==> src/rtl/dispatch_pkg.sv <==
// Shared constants for the instruction dispatch sequencer.
// Optional build macro used by the top: DISPATCH_TRACE_EN (retired-instruction counter).
package dispatch_pkg;

    localparam int unsigned INSTR_W     = 16;
    localparam int unsigned OPC_W       = 4;
    localparam int unsigned NUM_UNITS   = 8;
    localparam int unsigned TIMEOUT_CYC = 15;
    localparam int unsigned GAP_CYC     = 3;
    localparam int unsigned STATE_W     = 3;

    localparam logic [STATE_W-1:0] IDLE   = 3'd0;
    localparam logic [STATE_W-1:0] FETCH  = 3'd1;
    localparam logic [STATE_W-1:0] DECODE = 3'd2;
    localparam logic [STATE_W-1:0] ISSUE  = 3'd3;
    localparam logic [STATE_W-1:0] WAIT   = 3'd4;
    localparam logic [STATE_W-1:0] GAP    = 3'd5;
    localparam logic [STATE_W-1:0] ERROR  = 3'd6;

    // Opcode value N selects execution unit N.
    typedef enum logic [OPC_W-1:0] {
        OPC_MOVI = 4'd0,
        OPC_ADD  = 4'd1,
        OPC_MOV  = 4'd2
    } opcode_e;

    // Timer width able to reach the larger of the two compare targets.
    function automatic int unsigned tmr_width(input int unsigned timeout_cyc,
                                              input int unsigned gap_cyc);
        int unsigned m;
        m = (timeout_cyc > gap_cyc) ? timeout_cyc : gap_cyc;
        return (m < 2) ? 1 : $clog2(m + 1);
    endfunction

endpackage

==> src/rtl/dispatch_timer.sv <==
// Clearable, saturating up-counter with an equality compare; shared by WAIT and GAP.
module dispatch_timer #(
    parameter int unsigned W = 4
) (
    input  logic         clk,
    input  logic         reset,
    input  logic         clr,
    input  logic         inc,
    input  logic [W-1:0] cmp_val,
    output logic         eq_c
);

    localparam logic [W-1:0] CNT_MAX = '1;

    logic [W-1:0] cnt;

    // Clear has priority over increment; the count holds at its maximum.
    always_ff @(posedge clk or negedge reset) begin
        if (!reset) begin
            cnt <= '0;
        end else if (clr) begin
            cnt <= '0;
        end else if (inc && (cnt != CNT_MAX)) begin
            cnt <= cnt + W'(1);
        end
    end

    assign eq_c = (cnt == cmp_val);

endmodule

==> src/rtl/instr_dispatch.sv <==
// Fetch / decode / issue sequencer feeding the per-instruction execution FSMs.
// Build option: define DISPATCH_TRACE_EN to add the retired_cnt output.
module instr_dispatch
    import dispatch_pkg::*;
(
    input  logic                 clk,
    input  logic                 reset,
    input  logic                 run,
    input  logic [INSTR_W-1:0]   imem_data,
    input  logic                 imem_valid,
    output logic                 fetch_req,
    output logic [INSTR_W-1:0]   ir_out,
    output logic [NUM_UNITS-1:0] start_vec,
    input  logic [NUM_UNITS-1:0] done_vec,
    output logic                 busy,
    output logic                 illegal,
    output logic                 timeout_err
`ifdef DISPATCH_TRACE_EN
    ,
    output logic [15:0]          retired_cnt
`endif
);

    localparam int unsigned SEL_W = (NUM_UNITS > 1) ? $clog2(NUM_UNITS) : 1;
    localparam int unsigned TMR_W = tmr_width(TIMEOUT_CYC, GAP_CYC);
    localparam logic [TMR_W-1:0] TMO_CMP = TMR_W'((TIMEOUT_CYC > 0) ? TIMEOUT_CYC - 1 : 0);
    localparam logic [TMR_W-1:0] GAP_CMP = TMR_W'((GAP_CYC > 0) ? GAP_CYC - 1 : 0);

    logic [STATE_W-1:0]   state, state_nxt;
    logic [INSTR_W-1:0]   ir_nxt;
    logic [SEL_W-1:0]     sel, sel_nxt;
    logic [NUM_UNITS-1:0] start_nxt;
    logic                 illegal_nxt, timeout_nxt;
    logic                 done_hit;
    logic                 tmr_clr, tmr_inc, tmr_eq;
    logic [TMR_W-1:0]     tmr_cmp;
    logic [OPC_W-1:0]     opcode;

    assign opcode = ir_out[INSTR_W-1 -: OPC_W];

    dispatch_timer #(.W(TMR_W)) u_timer (
        .clk     (clk),
        .reset   (reset),
        .clr     (tmr_clr),
        .inc     (tmr_inc),
        .cmp_val (tmr_cmp),
        .eq_c    (tmr_eq)
    );

    // Next-state and next-output decode.
    always_comb begin
        state_nxt   = state;
        ir_nxt      = ir_out;
        sel_nxt     = sel;
        start_nxt   = '0;
        illegal_nxt = illegal;
        timeout_nxt = timeout_err;
        done_hit    = 1'b0;
        tmr_clr     = 1'b0;
        tmr_inc     = 1'b0;
        tmr_cmp     = TMO_CMP;

        case (state)
            IDLE: begin
                if (run) state_nxt = FETCH;
            end
            FETCH: begin
                if (!run) begin
                    state_nxt = IDLE;
                end else if (imem_valid) begin
                    ir_nxt    = imem_data;
                    state_nxt = DECODE;
                end
            end
            DECODE: begin
                if (32'(opcode) < NUM_UNITS) begin
                    sel_nxt   = SEL_W'(opcode);
                    start_nxt = NUM_UNITS'(1) << opcode;
                    state_nxt = ISSUE;
                end else begin
                    illegal_nxt = 1'b1;
                    state_nxt   = ERROR;
                end
            end
            ISSUE: begin
                tmr_clr   = 1'b1;
                state_nxt = WAIT;
            end
            WAIT: begin
                tmr_inc  = 1'b1;
                done_hit = done_vec[sel];
                if (done_hit) begin
                    tmr_clr = 1'b1;
                    if (GAP_CYC == 0) state_nxt = run ? FETCH : IDLE;
                    else              state_nxt = GAP;
                end else if (tmr_eq) begin
                    timeout_nxt = 1'b1;
                    state_nxt   = ERROR;
                end
            end
            GAP: begin
                tmr_inc = 1'b1;
                tmr_cmp = GAP_CMP;
                if (tmr_eq) state_nxt = run ? FETCH : IDLE;
            end
            ERROR: begin
                if (!run) begin
                    illegal_nxt = 1'b0;
                    timeout_nxt = 1'b0;
                    state_nxt   = IDLE;
                end
            end
            default: state_nxt = IDLE;
        endcase
    end

    // State and registered outputs; outputs track the state being entered.
    always_ff @(posedge clk or negedge reset) begin
        if (!reset) begin
            state       <= IDLE;
            ir_out      <= '0;
            sel         <= '0;
            start_vec   <= '0;
            fetch_req   <= 1'b0;
            busy        <= 1'b0;
            illegal     <= 1'b0;
            timeout_err <= 1'b0;
        end else begin
            state       <= state_nxt;
            ir_out      <= ir_nxt;
            sel         <= sel_nxt;
            start_vec   <= start_nxt;
            fetch_req   <= (state_nxt == FETCH);
            busy        <= (state_nxt != IDLE);
            illegal     <= illegal_nxt;
            timeout_err <= timeout_nxt;
        end
    end

`ifdef DISPATCH_TRACE_EN
    // Count instructions whose unit returned Done; saturates.
    always_ff @(posedge clk or negedge reset) begin
        if (!reset) begin
            retired_cnt <= '0;
        end else if (done_hit && (retired_cnt != 16'hFFFF)) begin
            retired_cnt <= retired_cnt + 16'd1;
        end
    end
`endif

endmodule

==> config.mk <==
export PLATFORM = sky130hd
export DESIGN_NAME = instr_dispatch
export DESIGN_NICKNAME = d
export VERILOG_FILES = /design/src/rtl/dispatch_pkg.sv /design/src/rtl/dispatch_timer.sv /design/src/rtl/instr_dispatch.sv
export SDC_FILE = /design/constraint.sdc
export NUM_CORES = 1
export LEC_CHECK = 0
export ABC_AREA = 1
export BUFFER_PORTS_ARGS = -buffer_cell sky130_fd_sc_hd__buf_2
export CAP_MARGIN = 40
export CORE_AREA = 2 2 65 67
export CTS_BUF_LIST = sky130_fd_sc_hd__clkbuf_8
export CTS_CLUSTER_DIAMETER = 30
export CTS_CLUSTER_SIZE = 24
export DETAILED_ROUTE_END_ITERATION = 7
export DIE_AREA = 0 0 67 69
export HOLD_SLACK_MARGIN = 0.02
export PLACE_DENSITY = 0.76
export REMOVE_ABC_BUFFERS = 1
export SETUP_SLACK_MARGIN = 0.02
export SLEW_MARGIN = 20
export SYNTH_ARGS = -nofsm -noshare
export SYNTH_HDL_FRONTEND = slang
export SYNTH_SLANG_ARGS = --single-unit
==> constraint.sdc <==
create_clock -name clk -period 1.31 [get_ports clk]
set_input_delay 0.1965 -clock clk [delete_from_list [all_inputs] [get_ports clk]]
set_output_delay 0.1965 -clock clk [all_outputs]
set_load 0.01 [all_outputs]
==> reports/results.ini <==
[cells_and_area]
syn2layout_area_growth_pct=43.93
layout_common_cells=55 x buf_2, 35 x dfrtp_1, 23 x nand2_1
final_common_cell=buf_2
nets=297
drive_above_1_share_pct=58.58
fin_cells=318
diodes=0

[synth]
synth_fa_ha_area_share_pct=1.388
ys_types=27
seq_area_frac_synth_pct=52.74
synth.cell_area_um2=1803
synth_mux_area_share_pct=10.83
synth_compound_area_share_pct=4.511
synth_top_area_share_pct=52.74
synth_xor_area_share_pct=0.4858
ys_ff_latch=38
synth-simple-area-share_pct=22.55
synth.area.top_cells=dfrtp_1 53%, mux2_4 11%, nand2_1 7.1%, inv_1 5.0%, nand3_1 4.2%
syn_area_per_cell_um2=9.693
synth_warnings=0
yosysTopAreaCell=dfrtp_1
netlist_instances=186
synth_top_family_by_area=simple AND/OR/NAND/NOR gates

[critical_path]
crit_end=ir_out[8]
critPathMaxStageDelay_ns=0.48
critPathLaunchType=flop
critical-path-top-delay-family=flip-flops
ff2ff_path_depth=4
worst-path-max-fanout=17
critical_path.endpoint_type=flop
criticalPathCategory=reg2reg
cp-startpoint=state[1]
required_ns=1.49
cp_cell_sequence=nor3_4 -> nand3_2 -> buf_12 -> mux2_4
rr_startpoint=state[1]
crit_buf_inv=1
cp_slowest_cell=dfrtp_2
cp_num_cells=4
r2r-end=ir_out[8]
crit_arrival_ns=1.57
rrSetupSlack_ns=-0.09

[power_and_ir_drop]
clock_power_share_pct=14.6
p_seq_share_pct=34.9
p_int_mw=3.451
switching_share_pct=40.06
power_switching_mw=2.307
power.density_nw_per_um2=2219
combinationalPowerShare_pct=50.5
p_leak_nw=1.399
vdd_drop_max_uv=1295

[timing]
drv_slew=0
tightest_slew_ns=0.2641
maxSlewHeadroom_pct=82.40
fin_crit_sh_pct=106.7
period_needed_ns=1.398
setup_viol_count_final=25
fin_hold_ws_ns=0.1331
fmax_mhz=715.5
fin_skew_ns=0.005591
rsz0062_at_grt=true
setup_slack_ns=-0.08754
final_hold_viol_count=0

[placed_design]
numPortBuffers=55
gp_congestion=0.8569
dp.final_hpwl_mm=2.800
post-place-cells=303

[clock_network]
cts_tree=yes
cts_root_buf=clkbuf_8
clk_latency_ns=0.29
clkTransAtPathRegs_ns=0.08
clock_path_buffers=2
cts_buffers=5
clkSinkCount=38
cts_htree_levels=2

[routing]
vias=1495
drt_iter0_markers=68
via_per_inst=4.701
post_drt_wl_per_cell_um=13.10
first_pass_iters=4
wirelength_mm=4.167
drcViolationCount=0
ant_nets=0

[job]
cap_violations=0

[worst_hold_path]
holdCritStartpoint=imem_data[0]
holdCritPathClass=in2reg

[status]
violations=setup timing
status=complete, but fails checks

[grt]
overflow=0
grt_usage_pct=18.11
grt_pass1_wl_mm=6.348
first_global_vias=1425
antenna_found_initial=0
grt_start_max_net_pins=39

[die]
dieArea_um2=4623
io_pins=56
initial_core_util_pct=46.07
rows=23
core_region_area_um2=3914
dieHeight_um=69
die_w_um=67

-- worst min path at each step --
stage	endpoint	cells after the start
6_report	ir_out[0]	2
4_1_cts	ir_out[3]	2
3_3_place_gp	ir_out[7]	2
2_1_floorplan	busy	0
5_1_grt	ir_out[6]	2
3_5_place_dp	ir_out[9]	2
-- timing repair --
item | 4_1_cts | 5_1_grt
setup buffers | 3 | 3
endpoints found under the hold margin | 38 | 0
hold buffers | 1 | 0
setup endpoints to repair | 25 | 37
resized for setup | 6 | 54
pin swaps | 7 | 17
-- registers in the layout, summed over array words and instances (netlist names) --
| register | flops |
|---|---|
| ir_out | 16 |
| start_vec | 8 |
| u_timer.cnt | 4 |
| sel | 3 |
| state | 3 |
| busy | 1 |
| fetch_req | 1 |
| illegal | 1 |
| timeout_err | 1 |
-- kinds of logic (layout without fill, tap and decap cells) --
kind of cell	Yosys count	count (layout)
buffers and inverters	33	115
AOI/OAI and AO/OA	14	14
muxes	13	13
adders and majority gates	2	2
DFF	38	38
and+or+nand+nor	85	85
xor gates and xnor gates	1	1
-- area by class of cell --
class	count	area, um2
clock inverter	2	12.51
sequential	38	954.7
tap	50	62.56
inverter	31	121.4
timing repair buffer	76	483.0
clock buffer	6	82.58
multi-input combinational	115	878.3
fill	305	1319
-- Yosys cell counts --
library cell  number
nor2_2             7
mux2_4            13
nand4_1            1
dfrtp_1           38
a21oi_1            6
nand3_1           15
buf_6              1
ha_1               2
nor2_1            17
nand3_2            1
nand2_1           34
nand2_4            1
nand2_2            1
inv_2              7
or2_4              1
a31oi_1            1
buf_4              1
xor2_1             1
nor2_4             1
nor3_1             2
o21ai_2            1
o21ai_0            4
nor3_2             2
or2_0              2
a21oi_2            1
inv_1             24
o21a_1             1
-- power groups by stage --
stage | clock network, mW | registers [mW] | logic, mW
3_3_place_gp | 0 | 1.94 | 2.23
2_1_floorplan | 0 | 2.08 | 1.26
6_report | 0.839 | 2.01 | 2.91
3_5_place_dp | 0 | 1.95 | 2.31
4_1_cts | 0.849 | 1.95 | 2.43
5_1_grt | 0.915 | 2.07 | 3.16
-- metrics by stage --
stage / utilization (%) / power, mW / cell area, um2 / worst slack (ns) / setup TNS [ns]
floorplan: - / 3.342 / 1784 / -0.2715 / -4.295
global placement: 57.54 / 4.174 / 2252 / -0.06543 / -0.07823
detailed placement: 57.54 / 4.265 / 2252 / -0.09522 / -0.8115
CTS: 61.22 / 5.233 / 2396 / -0.08007 / -1.156
global route: 66.30 / 6.140 / 2595 / -0.1593 / -3.091
finish: 66.30 / 5.758 / 2595 / -0.08754 / -1.484
-- layer usage --
| metal | track usage (%) | share of wire, % | up-vias |
|---|---|---|---|
| met3 | 5.383 | 4.7 | 9 |
| li1 | - | - | 746 |
| met4 | 6.122 | 2.0 | 0 |
| met5 | 0 | 0 | - |
| met1 | 22.26 | 39 | 697 |
| met2 | 29.81 | 54 | 43 |
Power figures use the tool's default switching activity.
